[src/rtl/seg_decode.sv]
// Debounces a scanned, active-low 7-segment display bus and turns it into whole
// frames of BCD digits with per-position decimal-point and validity flags.
module seg_decode #(
  parameter int NDIG   = 8,
  parameter int STABLE = 1
) (
  input  logic        clk,
  input  logic        rst,
  input  logic [7:0]  seg_in,
  input  logic [7:0]  sel_in,
  output logic [31:0] digits_out,
  output logic [7:0]  dp_out,
  output logic [7:0]  valid_mask,
  output logic        frame_done,
  output logic        err,
  output logic [15:0] err_cnt
);

  localparam logic [7:0] FULL_MASK = 8'((16'd1 << NDIG) - 16'd1);
  localparam logic [7:0] HOLD_MAX  = 8'(STABLE);

  typedef struct packed {
    logic [3:0] nib;
    logic       valid;
    logic       bad;
  } dec_t;

  function automatic dec_t decode(input logic [6:0] pat);
    dec_t r;
    r.nib   = 4'hE;
    r.valid = 1'b1;
    r.bad   = 1'b0;
    case (pat)
      7'h40:   r.nib = 4'h0;
      7'h79:   r.nib = 4'h1;
      7'h24:   r.nib = 4'h2;
      7'h30:   r.nib = 4'h3;
      7'h19:   r.nib = 4'h4;
      7'h12:   r.nib = 4'h5;
      7'h02:   r.nib = 4'h6;
      7'h78:   r.nib = 4'h7;
      7'h00:   r.nib = 4'h8;
      7'h10:   r.nib = 4'h9;
      7'h7F: begin
        r.nib   = 4'hF;
        r.valid = 1'b0;
      end
      default: begin
        r.nib   = 4'hE;
        r.valid = 1'b0;
        r.bad   = 1'b1;
      end
    endcase
    return r;
  endfunction

  logic [15:0] pair_q, pair_d, prev_q, prev_d;
  logic [7:0]  hold_q, hold_d;
  logic [7:0]  seen_q, seen_d;
  logic [31:0] work_dig_q, work_dig_d;
  logic [7:0]  work_dp_q, work_dp_d;
  logic [7:0]  work_val_q, work_val_d;
  logic [31:0] digits_q, digits_d;
  logic [7:0]  dp_q, dp_d;
  logic [7:0]  valid_q, valid_d;
  logic        frame_done_q, frame_done_d;
  logic        err_q, err_d;
  logic [15:0] err_cnt_q, err_cnt_d;

  logic        accept;
  logic        sel_legal;
  logic [7:0]  sel;
  logic [7:0]  seen_nx;
  logic [2:0]  pos;
  dec_t        dec;

  always_comb begin
    // NOTE: every combinational output gets a default before any branch, so no
    // path can leave a value unassigned and infer a latch.
    pair_d       = {sel_in, seg_in};
    prev_d       = pair_q;
    seen_d       = seen_q;
    work_dig_d   = work_dig_q;
    work_dp_d    = work_dp_q;
    work_val_d   = work_val_q;
    digits_d     = digits_q;
    dp_d         = dp_q;
    valid_d      = valid_q;
    frame_done_d = 1'b0;
    err_d        = 1'b0;

    if (pair_q == prev_q) begin
      hold_d = (hold_q == HOLD_MAX) ? hold_q : hold_q + 8'd1;
    end else begin
      hold_d = 8'd0;
    end
    // Accept only on the edge where the hold count first reaches its limit.
    accept = (hold_d == HOLD_MAX) && (hold_q != HOLD_MAX);

    sel       = pair_q[15:8];
    dec       = decode(pair_q[6:0]);
    sel_legal = $onehot(sel) && ((sel & ~FULL_MASK) == 8'h00);
    seen_nx   = seen_q | sel;
    pos       = 3'd0;
    for (int i = 0; i < NDIG; i++) begin
      if (sel[i]) pos = 3'(i);
    end

    if (accept && (sel != 8'h00)) begin
      if (!sel_legal) begin
        err_d = 1'b1;
      end else begin
        work_dig_d[{pos, 2'b00} +: 4] = dec.nib;
        work_val_d[pos]               = dec.valid;
        work_dp_d[pos]                = ~pair_q[7];
        err_d                         = dec.bad;
        if (seen_nx == FULL_MASK) begin
          digits_d     = work_dig_d;
          dp_d         = work_dp_d;
          valid_d      = work_val_d;
          frame_done_d = 1'b1;
          seen_d       = 8'h00;
        end else begin
          seen_d = seen_nx;
        end
      end
    end

    err_cnt_d = (err_d && (err_cnt_q != 16'hFFFF)) ? err_cnt_q + 16'd1 : err_cnt_q;
  end

  always_ff @(posedge clk or posedge rst) begin
    // NOTE: state updates use non-blocking assignments so every flop samples
    // the pre-edge value of every other flop; the working registers are reset
    // too, since a discarded partial frame must not leak into the next one.
    if (rst) begin
      pair_q       <= '0;
      prev_q       <= '0;
      hold_q       <= '0;
      seen_q       <= '0;
      work_dig_q   <= '0;
      work_dp_q    <= '0;
      work_val_q   <= '0;
      digits_q     <= '0;
      dp_q         <= '0;
      valid_q      <= '0;
      frame_done_q <= 1'b0;
      err_q        <= 1'b0;
      err_cnt_q    <= '0;
    end else begin
      pair_q       <= pair_d;
      prev_q       <= prev_d;
      hold_q       <= hold_d;
      seen_q       <= seen_d;
      work_dig_q   <= work_dig_d;
      work_dp_q    <= work_dp_d;
      work_val_q   <= work_val_d;
      digits_q     <= digits_d;
      dp_q         <= dp_d;
      valid_q      <= valid_d;
      frame_done_q <= frame_done_d;
      err_q        <= err_d;
      err_cnt_q    <= err_cnt_d;
    end
  end

  assign digits_out = digits_q;
  assign dp_out     = dp_q;
  assign valid_mask = valid_q;
  assign frame_done = frame_done_q;
  assign err        = err_q;
  assign err_cnt    = err_cnt_q;

endmodule

[config.mk]
export PLATFORM = sky130hd
export DESIGN_NAME = seg_decode
export DESIGN_NICKNAME = d
export VERILOG_FILES = /design/src/rtl/seg_decode.sv
export SDC_FILE = /design/constraint.sdc
export NUM_CORES = 1
export LEC_CHECK = 0
export CORE_UTILIZATION = 30
export DETAILED_ROUTE_END_ITERATION = 10
export SETUP_SLACK_MARGIN = 0.4
export SLEW_MARGIN = 5
export SYNTH_ARGS = -nofsm -noshare
export SYNTH_HDL_FRONTEND = slang
export SYNTH_SLANG_ARGS = --single-unit
export TNS_END_PERCENT = 20
[constraint.sdc]
create_clock -name clk -period 6.04 [get_ports clk]
set_input_delay 1.208 -clock clk [delete_from_list [all_inputs] [get_ports clk]]
set_output_delay 1.208 -clock clk [all_outputs]
set_load 0.02 [all_outputs]
==> results of run 1 <==
-- cell usage in the layout, fill, tap and decap left out, types with 4 or more instances in the layout --
cell type,n
sky130_fd_sc_hd__dfrtp_1,162
sky130_fd_sc_hd__clkdlybuf4s50_1,83
sky130_fd_sc_hd__nor2_1,80
sky130_fd_sc_hd__nand2_1,66
sky130_fd_sc_hd__a21oi_1,66
sky130_fd_sc_hd__o21ai_0,42
sky130_fd_sc_hd__mux2_2,30
sky130_fd_sc_hd__mux2i_1,28
sky130_fd_sc_hd__xor2_1,28
sky130_fd_sc_hd__nand3_1,26
sky130_fd_sc_hd__inv_1,22
sky130_fd_sc_hd__clkbuf_16,17
sky130_fd_sc_hd__nor3_1,12
sky130_fd_sc_hd__ha_1,12
sky130_fd_sc_hd__xnor2_1,10
sky130_fd_sc_hd__and3_1,9
sky130_fd_sc_hd__or3_1,8
sky130_fd_sc_hd__nor4_1,8
sky130_fd_sc_hd__o21ai_1,8
sky130_fd_sc_hd__nand4_1,7
sky130_fd_sc_hd__o21ai_2,6
sky130_fd_sc_hd__and2_1,5
sky130_fd_sc_hd__nor2b_1,4
sky130_fd_sc_hd__o22ai_1,4
sky130_fd_sc_hd__fa_1,4
sky130_fd_sc_hd__clkbuf_1,4
-- layout make-up --
type / count / area share
multi-input combinational: 505 / 0.352
timing repair buffer: 87 / 0.0941
sequential: 162 / 0.437
clock buffer: 22 / 0.0489
clock inverter: 9 / 0.0143
inverter: 23 / 0.00984
tap: 324 / 0.0437
-- registers in the layout, summed over array words and instances, names as in the netlist, 16 cells and up --
name        count
err_cnt        16
pair_q         16
work_dig_q     32
digits_out     32
prev_q         16
-- routing by layer --
layer	wire (µm)	GRT usage	vias to the layer above
li1	-	-	2653
met1	8710	0.203	2688
met2	7890	0.216	121
met3	879	0.0362	22
met4	327	0.0502	0
met5	0	0	-
-- cells by family after synthesis --
kind of cell,synth area share
adders and majority gates,0.0302
AOI/OAI and AO/OA,0.104
muxes,0.0825
and+or+nand+nor,0.167
buffers and inverters,0.0407
xor gates and xnor gates,0.0436
DFF,0.531
-- power groups by stage --
stage	registers (mW)	logic, mW	clock network [mW]
after floorplan	1.12	0.114	0
after global placement	1.13	0.149	0
after detailed placement	1.14	0.151	0
after CTS	1.12	0.152	1.11
after global routing	1.12	0.171	1.16
final	1.12	0.151	1.08
-- path summary, 6_finish.rpt --
check	from	end	slack, ps	cells after the start
max in group asynchronous	rst	work_dp_q[7]$_DFFE_PP0P_	3700	3
worst max-delay path	pair_q[11]$_DFF_PP0_	digits_out[24]$_DFFE_PP0P_	1370	15
worst min register to register	pair_q[8]$_DFF_PP0_	prev_q[8]$_DFF_PP0_	470	0
worst max register to register	pair_q[11]$_DFF_PP0_	digits_out[24]$_DFFE_PP0P_	1370	15
min in group asynchronous	rst	digits_out[11]$_DFFE_PP0P_	1320	2
worst min-delay path	pair_q[8]$_DFF_PP0_	prev_q[8]$_DFF_PP0_	470	0
-- critical path, stage by stage, from the launching register on --
cell and delay, ps:
sky130_fd_sc_hd__dfrtp_1 480, sky130_fd_sc_hd__inv_1 120, sky130_fd_sc_hd__fa_1 460, sky130_fd_sc_hd__fa_1 510, sky130_fd_sc_hd__fa_1 410, sky130_fd_sc_hd__inv_1 60, sky130_fd_sc_hd__ha_1 150, sky130_fd_sc_hd__inv_1 50
sky130_fd_sc_hd__fa_1 380, sky130_fd_sc_hd__nor2_1 100, sky130_fd_sc_hd__a31o_2 170, sky130_fd_sc_hd__nand3_1 320, sky130_fd_sc_hd__nor3_4 760, sky130_fd_sc_hd__buf_12 310, sky130_fd_sc_hd__o211ai_1 120, sky130_fd_sc_hd__o21a_1 120
-- metrics by stage --
step | power, mW | util
4_1_cts | 2.37 | 0.377
2_1_floorplan | 1.24 | -
3_5_place_dp | 1.29 | 0.353
5_1_grt | 2.45 | 0.377
3_3_place_gp | 1.28 | 0.353
6_report | 2.35 | 0.377
==> flow_metrics.py, run 1 <==
metrics = {
    "sta": {
        "finalClockSkew_ps": 10.8,
        "hold_viol": 0,
        "hold_ws_ps": 468,
        "timing.final.ws_setup_ps": 1370,
        "actual_slew_at_the_worst_max_slew_pin_ps": 995,
        "rsz_0062_raised_after_global_routing": "false",
        "timing.slew.headroom": 0.336,
        "period_minus_slack_ps": 4670,
        "slew_viol_final": 0,
        "timing.setup.tns_ps": 0,
        "finalCritPeriodShare": 0.773,
        "fmaxAchievable_mhz": 214,
        "finalSetupViolCount": 0,
    },
    "clock_network": {
        "clkSinkCount": 162,
        "root_buffer": "sky130_fd_sc_hd__clkbuf_16",
        "clk-insertion-delay-late_ps": 430,
        "clkSlewWorstSetupHoldPaths_ps": 60,
        "tritoncts_clock_tree": "built",
        "cts-hold-fix-buffers": 0,
        "clock_path_buffers": 2,
        "postcts_setup_bufs": 0,
        "tritoncts.num_buffers": 17,
        "cts_resized": 0,
        "cts-htree-levels": 4,
    },
    "global_routing": {
        "overflow_left_after_global_routing": 0,
        "antenna_found_initial": 0,
        "grt_max_degree": 86,
        "global_route.usage.total": 0.145,
        "grt_pass1_vias": 5338,
        "grt_pass1_wl_mm": 29.2,
    },
    "status": {
        "result_of_the_run": "finished, final reports clean",
    },
    "worst_setup_path": {
        "timing.critical_path.arrival_ps": 4980,
        "timing.critical_path.from_type": "flop",
        "critical_path_peak_fanout": 56,
        "data_required_time_at_the_worst_endpoint_ps": 6350,
        "endpoint_kind": "flop",
        "worst-setup-path-type": "flop to flop",
    },
    "cells_and_area": {
        "nFillCells": 2460,
        "areaGrowthSynthToFinish_pct": 21.7,
        "drive_gt1_frac": 0.104,
        "layout.cells.non_filler": 1132,
        "multi_input_area_um2": 3270,
        "antenna_cells": 0,
        "final-seq-area_um2": 4050,
        "num-nets-final": 830,
        "final_cell_area_um2": 9280,
    },
    "synthesis": {
        "netlist_area_um2": 7630,
        "postSynthCellCount": 731,
        "synthTopCellsByCount": "sky130_fd_sc_hd__dfrtp_1 (162), sky130_fd_sc_hd__nor2_1 (80), sky130_fd_sc_hd__a21oi_1 (66), sky130_fd_sc_hd__nand2_1 (66), sky130_fd_sc_hd__o21ai_0 (42)",
        "synth_async_sr_flop_share": 1.00,
        "synth_top_cell_area_share": 0.531,
        "ys_top_cells_by_area": "sky130_fd_sc_hd__dfrtp_1 (53%), sky130_fd_sc_hd__mux2_2 (4.4%), sky130_fd_sc_hd__a21oi_1 (4.3%)",
        "yosys.cell_types.count": 60,
        "synth_area_per_cell_um2": 10.4,
        "synth.yosys.warnings": 0,
        "syn_nets": 765,
        "synthFlopType": "sky130_fd_sc_hd__dfrtp_1",
        "netlist.top_cell.by_area": "sky130_fd_sc_hd__dfrtp_1",
        "count_of_flip_flops_with_a_built_in_enable_after_synthesis": 0,
        "synth_sequential_area_ratio": 0.531,
        "yosysMostFrequentCell": "sky130_fd_sc_hd__dfrtp_1",
        "synth.ff_latch_count": 162,
    },
    "placed_design": {
        "place.detailed.hpwl_mm": 12.6,
        "postPlaceCellArea_um2": 8690,
        "port-buffer-count": 83,
        "gp_congestion": 0.823,
        "place_worst_setup_slack_ps": 1350,
        "placed_cells": 1101,
    },
    "floorplan": {
        "die_area_um2": 26100,
        "number_of_rows_created_at_floorplan": 57,
        "die_h_um": 161,
        "core_um2": 24600,
        "design.portCount": 84,
        "chipWidth_um": 161,
        "initial_utilization": 0.310,
    },
    "detailed_routing": {
        "routed_vias": 5484,
        "drt_iter0_drc": 427,
        "remaining_drc_errors": 0,
        "wire_per_inst_um": 15.7,
        "ant_nets": 0,
        "drt-pass1-iter-count": 6,
        "mean_number_of_vias_per_cell": 4.84,
        "totalWireLength_mm": 17.8,
    },
    "pwr": {
        "p_int_mw": 1.81,
        "power.share.switching": 0.231,
        "power.static_leakage_nw": 4.17,
        "power_density_nw_per_um2": 253,
        "switching_power_mw": 0.543,
        "sequentialPowerShare": 0.475,
        "power.combinational.fraction": 0.064,
        "irDropWorstVdd_uv": 176,
        "clockPowerShare": 0.461,
    },
    "hold_path": {
        "hold_path.class": "flop to flop",
    },
    "job": {
        "max_cap_viol_count": 0,
    },
}
Power figures use the tool's default switching activity.
==> inputs of run 2 (changes only) <==
Clock period 6.04 ns to 4.9 ns, I/O delays scaled along.
==> flow_metrics.py, run 2 (same netlist as run 1, synthesis figures left out) <==
metrics = {
    "placed_design": {
        "port-buffer-count": 83,
        "placed_cells": 1104,
        "place_worst_setup_slack_ps": 355,
        "gp_congestion": 0.823,
        "place.detailed.hpwl_mm": 12.6,
    },
    "worst_setup_path": {
        "data_required_time_at_the_worst_endpoint_ps": 5210,
        "cp_slowest_cell": "sky130_fd_sc_hd__fa_1",
        "crit-reg2reg-capture": "err_cnt[10]$_DFFE_PP0P_",
        "highest_cell_delay_on_the_worst_timing_path_ps": 520,
        "cp-endpoint": "err_cnt[10]$_DFFE_PP0P_",
        "critical_path.cell_chain": "inv_1 -> fa_1 -> fa_1 -> fa_1 -> inv_1 -> ha_1 -> inv_1 -> fa_1 -> nor2b_1 -> a31o_2 -> nand3_2 -> a31o_2 -> nand3_4 -> or3_1 -> xnor2_1",
        "crit_path_frequent_cell": "sky130_fd_sc_hd__fa_1",
        "timing.critical_path.arrival_ps": 4560,
        "critical_path.n_buffers_inverters": 3,
        "ff2ff_path_depth": 15,
        "timing.critical_path.max_delay_family": "adder cells",
        "critical_path_peak_fanout": 13,
        "ff2ff_setup_slack_ps": 640,
        "worstSetupStartpoint": "pair_q[9]$_DFF_PP0_",
        "timing.critical_path.from_type": "flop",
        "r2r_start": "pair_q[9]$_DFF_PP0_",
        "critical_path_cell_count": 15,
        "endpoint_kind": "flop",
        "worst-setup-path-type": "flop to flop",
    },
    "clock_network": {
        "clkSlewWorstSetupHoldPaths_ps": 60,
        "clkSinkCount": 162,
        "cts-htree-levels": 4,
        "cts_resized": 1,
        "root_buffer": "sky130_fd_sc_hd__clkbuf_16",
        "tritoncts.num_buffers": 17,
        "cts-hold-fix-buffers": 0,
        "postcts_setup_bufs": 0,
        "tritoncts_clock_tree": "built",
        "clock_path_buffers": 2,
        "clk-insertion-delay-late_ps": 430,
    },
    "sta": {
        "finalClockSkew_ps": 9.73,
        "rsz_0062_raised_after_global_routing": "true",
        "slew_viol_final": 0,
        "actual_slew_at_the_worst_max_slew_pin_ps": 853,
        "timing.slew.headroom": 0.432,
        "period_minus_slack_ps": 4260,
        "finalCritPeriodShare": 0.869,
        "timing.setup.tns_ps": 0,
        "timing.final.ws_setup_ps": 644,
        "finalSetupViolCount": 0,
        "fmaxAchievable_mhz": 235,
        "hold_viol": 0,
    },
    "cells_and_area": {
        "mostFrequentLayoutCells": "sky130_fd_sc_hd__dfrtp_1 (161), sky130_fd_sc_hd__clkdlybuf4s50_1 (83), sky130_fd_sc_hd__nor2_1 (80)",
        "nFillCells": 2411,
        "num-nets-final": 833,
        "layout.cells.non_filler": 1132,
        "final_common_cell": "sky130_fd_sc_hd__dfrtp_1",
        "antenna_cells": 0,
        "drive_gt1_frac": 0.115,
        "areaGrowthSynthToFinish_pct": 23.0,
    },
    "floorplan": {
        "die_area_um2": 26100,
        "number_of_rows_created_at_floorplan": 57,
        "initial_utilization": 0.310,
        "chipWidth_um": 161,
        "design.portCount": 84,
        "die_h_um": 161,
        "core_um2": 24600,
    },
    "global_routing": {
        "grt_max_degree": 149,
        "antenna_found_initial": 0,
        "global_route.usage.total": 0.146,
        "grt_pass1_wl_mm": 29.6,
        "grt_pass1_vias": 5390,
        "overflow_left_after_global_routing": 0,
    },
    "job": {
        "max_cap_viol_count": 0,
    },
    "detailed_routing": {
        "drt-pass1-iter-count": 4,
        "totalWireLength_mm": 18.2,
        "mean_number_of_vias_per_cell": 4.84,
        "routed_vias": 5483,
        "ant_nets": 0,
        "wire_per_inst_um": 16.1,
        "drt_iter0_drc": 305,
        "remaining_drc_errors": 0,
    },
    "pwr": {
        "clockPowerShare": 0.481,
        "p_int_mw": 2.34,
        "power.static_leakage_nw": 4.21,
        "power.combinational.fraction": 0.065,
        "sequentialPowerShare": 0.454,
        "irDropWorstVdd_uv": 197,
        "switching_power_mw": 0.679,
        "power.share.switching": 0.225,
        "power_density_nw_per_um2": 322,
    },
    "hold_path": {
        "hold_path.class": "flop to flop",
    },
    "status": {
        "result_of_the_run": "finished, final reports clean",
    },
}
-- run 2: cell types whose count changed in the layout (fill, tap and decap cells not counted), moves of 2 or more --
| cell | change |
|---|---|
| sky130_fd_sc_hd__clkbuf_1 | -4 |
| sky130_fd_sc_hd__buf_4 | +2 |
| sky130_fd_sc_hd__bufinv_16 | +2 |
| sky130_fd_sc_hd__nor4_1 | -2 |
| sky130_fd_sc_hd__nor4_2 | +2 |
-- run 2: worst min path at each step --
stage / from / cells past startpoint / end
5_1_grt: pair_q[8]$_DFF_PP0_ / 0 / prev_q[8]$_DFF_PP0_
3_3_place_gp: pair_q[8]$_DFF_PP0_ / 0 / prev_q[8]$_DFF_PP0_
2_1_floorplan: pair_q[0]$_DFF_PP0_ / 0 / prev_q[0]$_DFF_PP0_
6_report: pair_q[8]$_DFF_PP0_ / 0 / prev_q[8]$_DFF_PP0_
3_5_place_dp: pair_q[8]$_DFF_PP0_ / 0 / prev_q[8]$_DFF_PP0_
4_1_cts: pair_q[8]$_DFF_PP0_ / 0 / prev_q[8]$_DFF_PP0_
-- run 2: metrics by stage --
stage	power, mW	hold slack (ps)	instance area (µm²)	utilization
6_report	3.02	470	9390	0.381
4_1_cts	3.05	473	9350	0.380
3_5_place_dp	1.59	461	8720	0.354
3_3_place_gp	1.58	445	8720	0.354
2_1_floorplan	1.52	349	7630	-
5_1_grt	3.14	487	9390	0.381
-- run 2: power groups by stage --
stage	logic [mW]	registers, mW	clock network, mW
after floorplan	0.141	1.38	0
after global placement	0.188	1.40	0
after detailed placement	0.192	1.40	0
after CTS	0.193	1.37	1.49
after global routing	0.222	1.37	1.54
final	0.195	1.37	1.45
-- run 2: layout make-up --
class | instances | area [µm²] | share of cell area
timing repair buffer | 90 | 900 | 0.0959
multi-input combinational | 505 | 3300 | 0.352
clock inverter | 9 | 181 | 0.0193
sequential | 162 | 4060 | 0.432
clock buffer | 19 | 453 | 0.0483
inverter | 23 | 90.1 | 0.00960
tap | 324 | 405 | 0.0432
-- run 2: routing by layer --
metal  part of all wire  vias to the layer above  wire [µm]  GRT usage
met2               0.45                      115       8280      0.219
met1               0.47                     2697       8640      0.201
li1                   -                     2658          -          -
met4              0.011                        0        193     0.0476
met5                  0                        -          0          0
met3              0.061                       13       1120     0.0434
-- run 2: worst register-to-register path: stages, from the launching register on --
cell	delay, ps
sky130_fd_sc_hd__dfrtp_1	450
sky130_fd_sc_hd__inv_1	110
sky130_fd_sc_hd__fa_1	480
sky130_fd_sc_hd__fa_1	520
sky130_fd_sc_hd__fa_1	420
sky130_fd_sc_hd__inv_1	70
sky130_fd_sc_hd__ha_1	150
sky130_fd_sc_hd__inv_1	60
sky130_fd_sc_hd__fa_1	380
sky130_fd_sc_hd__nor2b_1	140
sky130_fd_sc_hd__a31o_2	220
sky130_fd_sc_hd__nand3_2	190
sky130_fd_sc_hd__a31o_2	240
sky130_fd_sc_hd__nand3_4	210
sky130_fd_sc_hd__or3_1	380
sky130_fd_sc_hd__xnor2_1	130
